`config.mk`:
```
export PLATFORM = sky130hd
export DESIGN_NAME = store_formatter
export DESIGN_NICKNAME = d
export VERILOG_FILES = /design/src/rtl/store_fmt_pkg.sv /design/src/rtl/lane_shifter.sv /design/src/rtl/store_formatter.sv
export SDC_FILE = /design/constraint.sdc
export NUM_CORES = 1
export LEC_CHECK = 0
export CORE_ASPECT_RATIO = 1.1
export CORE_UTILIZATION = 45
export DETAILED_ROUTE_END_ITERATION = 6
export PLACE_DENSITY = 0.71
export SLEW_MARGIN = 20
export SYNTH_ARGS = -nofsm -noshare
export SYNTH_HDL_FRONTEND = slang
export SYNTH_SLANG_ARGS = --single-unit
```
`constraint.sdc`:
```
create_clock -name clk -period 6.8 [get_ports clk]
set_input_delay 2.04 -clock clk [delete_from_list [all_inputs] [get_ports clk]]
set_output_delay 2.04 -clock clk [all_outputs]
set_load 0.02 [all_outputs]
```
`src/rtl/store_fmt_pkg.sv`:
```
// Shared encodings for the store formatter: size codes, FSM states and the bus beat payload.
package store_fmt_pkg;

  localparam int unsigned ADDR_W = 32;
  localparam int unsigned DATA_W = 32;
  localparam int unsigned BE_W   = DATA_W / 8;

  localparam logic [1:0] SZ_BYTE = 2'b00;
  localparam logic [1:0] SZ_HALF = 2'b01;
  localparam logic [1:0] SZ_WORD = 2'b10;
  localparam logic [1:0] SZ_ILL  = 2'b11;

  typedef enum logic [1:0] {
    ST_IDLE  = 2'b00,
    ST_BEAT0 = 2'b01,
    ST_BEAT1 = 2'b10
  } state_e;

  typedef struct packed {
    logic [ADDR_W-1:0] addr;
    logic [DATA_W-1:0] wdata;
    logic [BE_W-1:0]   be;
  } mem_beat_t;

  function automatic logic [ADDR_W-1:0] word_align(input logic [ADDR_W-1:0] a);
    return {a[ADDR_W-1:2], 2'b00};
  endfunction

endpackage

```
`src/rtl/lane_shifter.sv`:
```
// Combinational lane placement: positions store data and byte enables for either beat of a
// possibly word-crossing store.
module lane_shifter
  import store_fmt_pkg::*;
(
  input  logic [DATA_W-1:0] data_i,
  input  logic [1:0]        size_i,
  input  logic [1:0]        k_i,
  input  logic              beat_i,
  output logic [BE_W-1:0]   be_c_o,
  output logic [DATA_W-1:0] wdata_c_o,
  output logic              split_c_o
);

  localparam int unsigned WIDE_W    = 2 * DATA_W;
  localparam int unsigned WIDE_BE_W = 2 * BE_W;

  logic [DATA_W-1:0]    masked;
  logic [BE_W-1:0]      base_be;
  logic [4:0]           sh;
  logic [WIDE_W-1:0]    wide_data;
  logic [WIDE_BE_W-1:0] wide_be;

  // Shift into a double-width window; the upper half is what spills into the next word.
  always_comb begin
    masked  = '0;
    base_be = '0;
    case (size_i)
      SZ_BYTE: begin
        masked  = DATA_W'(data_i[7:0]);
        base_be = BE_W'(4'b0001);
      end
      SZ_HALF: begin
        masked  = DATA_W'(data_i[15:0]);
        base_be = BE_W'(4'b0011);
      end
      SZ_WORD: begin
        masked  = data_i;
        base_be = BE_W'(4'b1111);
      end
      default: begin
        masked  = '0;
        base_be = '0;
      end
    endcase
    sh        = {k_i, 3'b000};
    wide_data = WIDE_W'(masked) << sh;
    wide_be   = WIDE_BE_W'(base_be) << k_i;
    split_c_o = |wide_be[WIDE_BE_W-1:BE_W];
    if (beat_i) begin
      be_c_o    = wide_be[WIDE_BE_W-1:BE_W];
      wdata_c_o = wide_data[WIDE_W-1:DATA_W];
    end else begin
      be_c_o    = wide_be[BE_W-1:0];
      wdata_c_o = wide_data[DATA_W-1:0];
    end
  end

endmodule

```
`src/rtl/store_formatter.sv`:
```
// CPU store to word-bus formatter: accepts byte/half/word stores and issues one or two
// lane-positioned, word-aligned write beats.
module store_formatter
  import store_fmt_pkg::*;
(
  input  logic              clk,
  input  logic              rst_n,
  input  logic              st_valid,
  output logic              st_ready,
  input  logic [ADDR_W-1:0] st_addr,
  input  logic [DATA_W-1:0] st_data,
  input  logic [1:0]        st_size,
  output logic              mem_req,
  output logic [ADDR_W-1:0] mem_addr,
  output logic [DATA_W-1:0] mem_wdata,
  output logic [BE_W-1:0]   mem_be,
  input  logic              mem_ack,
  output logic              done,
  output logic              err
);

  state_e            state_q, state_d;
  logic [DATA_W-1:0] data_q, data_d;
  logic [1:0]        size_q, size_d;
  logic [1:0]        k_q, k_d;
  logic [ADDR_W-1:0] addr_q, addr_d;
  logic              split_q, split_d;
  mem_beat_t         beat_q, beat_d;
  logic              mem_req_q, mem_req_d;
  logic              st_ready_q, st_ready_d;
  logic              done_q, done_d;
  logic              err_q, err_d;

  logic [DATA_W-1:0] ls_data;
  logic [1:0]        ls_size;
  logic [1:0]        ls_k;
  logic              ls_beat;
  logic [BE_W-1:0]   ls_be;
  logic [DATA_W-1:0] ls_wdata;
  logic              ls_split;

  // In IDLE the shifter sees the incoming request (beat 0); otherwise the captured one (beat 1).
  always_comb begin
    ls_data = st_data;
    ls_size = st_size;
    ls_k    = st_addr[1:0];
    ls_beat = 1'b0;
    if (state_q != ST_IDLE) begin
      ls_data = data_q;
      ls_size = size_q;
      ls_k    = k_q;
      ls_beat = 1'b1;
    end
  end

  lane_shifter u_lane_shifter (
    .data_i    (ls_data),
    .size_i    (ls_size),
    .k_i       (ls_k),
    .beat_i    (ls_beat),
    .be_c_o    (ls_be),
    .wdata_c_o (ls_wdata),
    .split_c_o (ls_split)
  );

  always_comb begin
    state_d    = state_q;
    data_d     = data_q;
    size_d     = size_q;
    k_d        = k_q;
    addr_d     = addr_q;
    split_d    = split_q;
    beat_d     = beat_q;
    mem_req_d  = mem_req_q;
    st_ready_d = st_ready_q;
    done_d     = 1'b0;
    err_d      = 1'b0;

    case (state_q)
      ST_IDLE: begin
        if (st_valid) begin
          if (st_size == SZ_ILL) begin
            err_d = 1'b1;
          end else begin
            data_d     = st_data;
            size_d     = st_size;
            k_d        = st_addr[1:0];
            addr_d     = word_align(st_addr);
            split_d    = ls_split;
            beat_d     = '{addr: word_align(st_addr), wdata: ls_wdata, be: ls_be};
            mem_req_d  = 1'b1;
            st_ready_d = 1'b0;
            state_d    = ST_BEAT0;
          end
        end
      end
      ST_BEAT0: begin
        if (mem_ack) begin
          if (split_q) begin
            beat_d  = '{addr: addr_q + ADDR_W'(4), wdata: ls_wdata, be: ls_be};
            state_d = ST_BEAT1;
          end else begin
            beat_d     = '0;
            mem_req_d  = 1'b0;
            st_ready_d = 1'b1;
            done_d     = 1'b1;
            state_d    = ST_IDLE;
          end
        end
      end
      ST_BEAT1: begin
        if (mem_ack) begin
          beat_d     = '0;
          mem_req_d  = 1'b0;
          st_ready_d = 1'b1;
          done_d     = 1'b1;
          state_d    = ST_IDLE;
        end
      end
      default: begin
        beat_d     = '0;
        mem_req_d  = 1'b0;
        st_ready_d = 1'b1;
        state_d    = ST_IDLE;
      end
    endcase
  end

  always_ff @(posedge clk or negedge rst_n) begin
    if (!rst_n) begin
      state_q    <= ST_IDLE;
      data_q     <= '0;
      size_q     <= '0;
      k_q        <= '0;
      addr_q     <= '0;
      split_q    <= 1'b0;
      beat_q     <= '0;
      mem_req_q  <= 1'b0;
      st_ready_q <= 1'b1;
      done_q     <= 1'b0;
      err_q      <= 1'b0;
    end else begin
      state_q    <= state_d;
      data_q     <= data_d;
      size_q     <= size_d;
      k_q        <= k_d;
      addr_q     <= addr_d;
      split_q    <= split_d;
      beat_q     <= beat_d;
      mem_req_q  <= mem_req_d;
      st_ready_q <= st_ready_d;
      done_q     <= done_d;
      err_q      <= err_d;
    end
  end

  assign st_ready  = st_ready_q;
  assign mem_req   = mem_req_q;
  assign mem_addr  = beat_q.addr;
  assign mem_wdata = beat_q.wdata;
  assign mem_be    = beat_q.be;
  assign done      = done_q;
  assign err       = err_q;

endmodule

```
==> run_results.csv, run 1 <==
group,metric,value,unit
global_routing,grt_pass1_vias,6267,
timing,skew,0.00819,ns
synth,synth_most_common_cell,"nand2_1",
timing,period_needed,4.39,ns
clock_tree,cts_tree,"built",
floorplan,fp.dieW,123,µm
setup_path,crit_start,"st_size[0]",
clock_tree,numCtsBuffers,17,
timing,finalHoldViolations,0,
min_path,min_path_type,"register to register",
synth,synth_area_leader_cell,"dfrtp_1",
timing,worst_pin_slew,1.07,ns
floorplan,die_y,136,µm
final_layout,drive_gt1_share,6.72,%
timing,final.setup.tns,0,ns
timing,max_freq,228,MHz
synth,yosysTopAreaCellShare,47.3,%
global_routing,grt_pass1_wl,33500,µm
timing,setup_viol,0,
synth,synthTopCellsByArea,"dfrtp_1 47%, nand2_1 12%, mux2i_1 5.1%",
floorplan,io_pins,142,
clock_tree,worstSkewPairLatency,0.43,ns
detailed_routing,wirelength,21300,µm
floorplan,fp.dieArea,16700,µm²
power,p_leak,4.17,nW
timing,relSlewSlack,28.6,%
clock_tree,path_clk_slew,0.06,ns
power,power.density,480,nW/µm²
synth,syn_area,7300,µm²
synth,yosys-top-cells-count,"234 x nand2_1, 138 x dfrtp_1, 37 x mux2i_1",
synth,synth_warnings,0,
setup_path,required,7.11,ns
setup_path,critPathMaxFanout,11,
setup_path,crit_path_start_kind,"input port",
timing,rsz0062_at_grt,"false",
clock_tree,clock_path_buffers,2,
placed_design,dp_hpwl,14400,µm
final_layout,areaGrowthSynthToFinish,29.8,%
synth,synth.distinct_cells,55,
synth,postSynthCellCount,812,
synth,yosys_most_used_dff,"dfrtp_1",
synth,async_reset_ff_share,100,%
synth,avgSynthCellArea,8.99,µm²
synth,ys_ff_latch,139,
placed_design,globalplace.congestion,0.880,
clock_tree,cts_num_sinks,139,
clock_tree,cts_root_buffer,"clkbuf_16",
final_layout,instances_no_fill,1139,
final_layout,post-route-cell-area,9480,µm²
global_routing,overflow,0,
min_path,hold_start,"data_q[21]$_DFFE_PN0P_",
status,status,"finished, final reports clean",
detailed_routing,ant_nets,0,
placed_design,placed_cells,1105,
detailed_routing,routedWlPerCell,18.7,µm
global_routing,grt_max_degree,89,
floorplan,core_area,15800,µm²
synth,synth_edf_count,0,
detailed_routing,first_pass_iters,5,
global_routing,grt.total_usage,26.5,%
setup_path,crit_type,"input port to register",
clock_tree,cts_setup_buffers,0,
placed_design,postPlaceCellArea,8800,µm²
clock_tree,cts_resized,0,
floorplan,rows,48,
setup_path,r2r-start,"state_q[0]$_DFFE_PN0P_",
job,drv_cap,0,
power,vdd_ir_drop_max,283,µV
setup_path,arrival,4.70,ns
floorplan,initial_utilization,46.2,%
timing,slew_violations,0,
clock_tree,cts_hold_buf,0,
detailed_routing,routed_via_density,5.79,
detailed_routing,drt_iter0_drc,547,
synth,synth_seq_area_share,47.6,%
detailed_routing,post-route-drc-count,0,
timing,timing.final.crit_share,64.5,%
setup_path,crit_path_end_kind,"register",
detailed_routing,num_vias,6592,
final_layout,nNetsFinal,1003,
clock_tree,cts_htree_levels,4,
placed_design,port_buffers,139,
global_routing,antenna_found_initial,1,
[critical path, cell delays in order]
cell	delay, ns
clkdlybuf4s50_1	0.52
mux2i_1	0.32
ha_1	0.39
nor3_1	0.07
or2_2	0.39
or4_1	0.70
o221ai_1	0.26
[registers in the layout (all words and copies together) (netlist names)]
| register | count |
|---|---|
| data_q | 32 |
| mem_wdata | 32 |
| addr_q | 30 |
| mem_addr | 30 |
| mem_be | 4 |
| k_q | 2 |
| size_q | 2 |
| state_q | 2 |
| done | 1 |
| err | 1 |
| mem_req | 1 |
| split_q | 1 |
| st_ready | 1 |
[metal layers]
metal	GRT usage (%)	wire length [µm]	part of all wire, %	vias up
met3	4.84	1290	6.0	33
met4	10.8	500	2.3	0
met1	35.2	9180	43	3226
met2	42.6	10300	49	239
li1	-	-	-	3094
met5	0	0	0	-
[power by group]
group          switching, mW  internal [mW]
clock network          0.370          0.662
registers              0.279           1.17
logic                   1.26          0.817
[final timing paths]
| kind | slack, ns | to | cells after the start |
|---|---|---|---|
| worst max-delay path | 2.41 | mem_wdata[7]$_DFFE_PN0P_ | 7 |
| worst max register to register | 3.52 | mem_wdata[18]$_DFFE_PN0P_ | 7 |
| worst min register to register | 0.47 | data_q[21]$_DFFE_PN0P_ | 2 |
| min in group asynchronous | 1.66 | mem_addr[6]$_DFFE_PN0P_ | 1 |
| max in group asynchronous | 3.94 | data_q[11]$_DFFE_PN0P_ | 2 |
| worst min-delay path | 0.47 | data_q[21]$_DFFE_PN0P_ | 2 |
[cell type report]
| cell class | instances | area [µm²] |
|---|---|---|
| multi-input combinational | 613 | 3610 |
| clock inverter | 14 | 218 |
| sequential | 139 | 3480 |
| tap | 200 | 250 |
| clock buffer | 18 | 439 |
| fill | 1357 | 6310 |
| inverter | 9 | 33.8 |
| antenna | 1 | 2.50 |
| timing repair buffer | 145 | 1450 |
[kinds of logic (layout without fill, tap and decap cells)]
logic type | after synthesis | count (layout) | share of synthesized area (%)
AOI/OAI and AO/OA | 177 | 177 | 17.0
xor gates and xnor gates | 29 | 29 | 3.48
adders and majority gates | 8 | 8 | 1.37
buffers and inverters | 61 | 186 | 3.55
DFF | 139 | 139 | 47.6
muxes | 41 | 41 | 5.69
other | 1 | 3 | 0.0513
and+or+nand+nor | 356 | 356 | 21.3
[per-stage QoR]
stage	util [%]	setup slack (ns)	hold slack [ns]	total power, mW
5_1_grt	60.0	2.25	0.500	4.82
4_1_cts	59.9	2.44	0.476	4.55
3_5_place_dp	55.7	2.00	0.461	3.49
2_1_floorplan	-	3.01	0.445	2.76
3_3_place_gp	55.7	2.08	0.455	3.46
6_report	60.0	2.41	0.472	4.55
[placed cells by master (no fill, tap or decap), types with 3 or more instances in the layout]
cell             instances
a21oi_1                 28
a22o_1                  24
a22oi_1                 36
a32oi_1                  4
buf_4                    5
bufinv_16                5
clkbuf_16               17
clkdlybuf4s50_1        138
clkinvlp_4               3
dfrtp_1                138
ha_1                     7
inv_1                    9
mux2_2                   4
mux2i_1                 36
nand2_1                232
nand2b_1                 7
nand3_1                 18
nand4_1                  5
nor2_1                  36
nor3_1                  33
nor4_1                   3
o211ai_1                 5
o21ai_0                 35
o21ai_1                  6
o21bai_1                 3
o221ai_1                24
xnor2_1                 14
xor2_1                  15
No activity file was read; power rests on OpenSTA's default activity.
==> run 2: changes to the inputs <==
--- a/config.mk
+++ b/config.mk
@@ -8,7 +8,7 @@
 export CORE_ASPECT_RATIO = 1.1
 export CORE_UTILIZATION = 45
 export DETAILED_ROUTE_END_ITERATION = 6
-export PLACE_DENSITY = 0.71
+export PLACE_DENSITY = 0.74
 export SLEW_MARGIN = 20
 export SYNTH_ARGS = -nofsm -noshare
 export SYNTH_HDL_FRONTEND = slang
==> constraint.sdc (replaced) <==
create_clock -name clk -period 3.95 [get_ports clk]
set_input_delay 1.185 -clock clk [delete_from_list [all_inputs] [get_ports clk]]
set_output_delay 1.185 -clock clk [all_outputs]
set_load 0.02 [all_outputs]
==> run 2 against run 1 <==
First-iteration DRC count decreased by 3.3%; global-route usage is 0.42 points lower; combinational power grew 75%; critical path depth up 2; non-clock buffer count rose by 14; clock power up 59%; register-to-register slack got worse by 2.6 ns; sequential power rose by 72%; via count rose by 0.15%; utilization grew 0.42 points; largest power group unchanged; flip-flop and latch count stayed put; routed wire length fell by 2.0%.
==> run_results.csv, run 2 (synthesis gave the netlist of run 1 again) <==
group,metric,value,unit
power,switching_share,42.3,%
final_layout,instances_no_fill,1152,
detailed_routing,first_pass_iters,5,
placed_design,placed_cells,1120,
power,switchingPower,3.28,mW
setup_path,crit_type,"input port to register",
power,comb_power_share,46.9,%
timing,slew_violations,0,
timing,max_freq,304,MHz
timing,period_needed,3.29,ns
detailed_routing,wirelength,20900,µm
clock_tree,cts_num_sinks,139,
clock_tree,path_clk_slew,0.06,ns
detailed_routing,routed_via_density,5.73,
clock_tree,numCtsBuffers,17,
clock_tree,clock_path_buffers,2,
floorplan,fp.dieW,123,µm
final_layout,drive_gt1_share,7.98,%
timing,final.setup.tns,0,ns
timing,skew,0.0110,ns
floorplan,rows,48,
floorplan,core_area,15800,µm²
clock_tree,cts_resized,0,
global_routing,grt_pass1_vias,6373,
final_layout,mostFrequentLayoutCell,"nand2_1",
detailed_routing,num_vias,6602,
detailed_routing,drt_iter0_drc,529,
power,power_frac_seq,31.9,%
timing,setup_viol,0,
status,status,"finished, final reports clean",
floorplan,fp.dieArea,16700,µm²
final_layout,nNetsFinal,1017,
clock_tree,cts_htree_levels,4,
setup_path,crit_path_start_kind,"input port",
clock_tree,cts_setup_buffers,0,
timing,relSlewSlack,35.8,%
placed_design,port_buffers,139,
power,internal-power,4.48,mW
global_routing,overflow,0,
timing,finalHoldViolations,0,
global_routing,grt.total_usage,26.1,%
power,power.density,813,nW/µm²
setup_path,required,4.27,ns
clock_tree,cts_tree,"built",
floorplan,initial_utilization,46.2,%
global_routing,grt_max_degree,83,
placed_design,globalplace.congestion,0.905,
power,clkPwrFrac,21.1,%
clock_tree,worstSkewPairLatency,0.42,ns
clock_tree,cts_root_buffer,"clkbuf_16",
power,p_leak,4.22,nW
final_layout,diodes,0,
global_routing,grt_pass1_wl,33400,µm
floorplan,die_y,136,µm
setup_path,crit_path_end_kind,"register",
global_routing,antenna_found_initial,0,
floorplan,io_pins,142,
job,drv_cap,0,
final_layout,areaGrowthSynthToFinish,30.8,%
setup_path,arrival,3.61,ns
timing,worst_pin_slew,0.954,ns
final_layout,most-common-layout-cells,"232 x nand2_1, 138 x dfrtp_1, 138 x clkdlybuf4s50_1",
timing,timing.final.crit_share,83.2,%
placed_design,dp_hpwl,14700,µm
min_path,min_path_type,"register to register",
setup_path,critPathMaxFanout,10,
timing,rsz0062_at_grt,"false",
power,vdd_ir_drop_max,514,µV
detailed_routing,routedWlPerCell,18.1,µm
detailed_routing,post-route-drc-count,0,
detailed_routing,ant_nets,0,
clock_tree,cts_hold_buf,0,
[run 2: through the flow]
step | setup slack [ns] | power, mW | util, % | hold slack [ns] | area [µm²]
floorplan | 0.650 | 4.75 | - | 0.445 | 7310
global placement | 0.367 | 6.03 | 56.6 | 0.456 | 8940
detailed placement | 0.310 | 6.09 | 56.6 | 0.461 | 8940
CTS | 0.711 | 7.75 | 60.5 | 0.476 | 9550
global route | 0.473 | 8.24 | 60.5 | 0.488 | 9550
finish | 0.663 | 7.76 | 60.5 | 0.474 | 9550
[run 2: layout make-up]
cell class              instances  area (µm²)
clock inverters                14         169
fillers                      1366        6250
repair buffers                159        1570
flip-flops and latches        139        3480
clock buffers                  18         439
inverters                       9        33.8
multi-input cells             613        3610
well taps                     200         250
[run 2: final timing paths]
| path | startpoint | to | slack (ns) | depth (start not counted) |
|---|---|---|---|---|
| max | st_size[0] | mem_wdata[17]$_DFFE_PN0P_ | 0.66 | 9 |
| min | data_q[19]$_DFFE_PN0P_ | data_q[19]$_DFFE_PN0P_ | 0.47 | 2 |
| max reg2reg | state_q[0]$_DFFE_PN0P_ | mem_wdata[17]$_DFFE_PN0P_ | 0.89 | 10 |
| min reg2reg | data_q[19]$_DFFE_PN0P_ | data_q[19]$_DFFE_PN0P_ | 0.47 | 2 |
| max in group asynchronous | rst_n | addr_q[25]$_DFFE_PN0P_ | 2.21 | 3 |
| min in group asynchronous | rst_n | mem_addr[4]$_DFFE_PN0P_ | 0.80 | 1 |
[run 2: power by group through the flow]
stage          sequential [mW]  clock (mW)  combinational, mW
6_report                  2.48        1.64               3.64
5_1_grt                   2.56        1.73               3.95
3_5_place_dp              2.49           0               3.60
2_1_floorplan             2.67           0               2.08
3_3_place_gp              2.47           0               3.56
4_1_cts                   2.47        1.66               3.62
[run 2: critical path, stage by stage]
cell	delay, ns
clkdlybuf4s50_1	0.42
mux2i_1	0.26
inv_1	0.10
ha_1	0.28
or2_2	0.33
buf_4	0.18
nor4_2	0.55
nand2b_1	0.16
o211ai_1	0.13
[run 2: layer usage]
metal	share of wire, %	up-vias	global-route usage, %
met2	48	292	41.2
met5	0	-	0
met4	2.4	0	10.2
li1	-	3126	-
met3	6.8	51	5.39
met1	42	3133	35.0
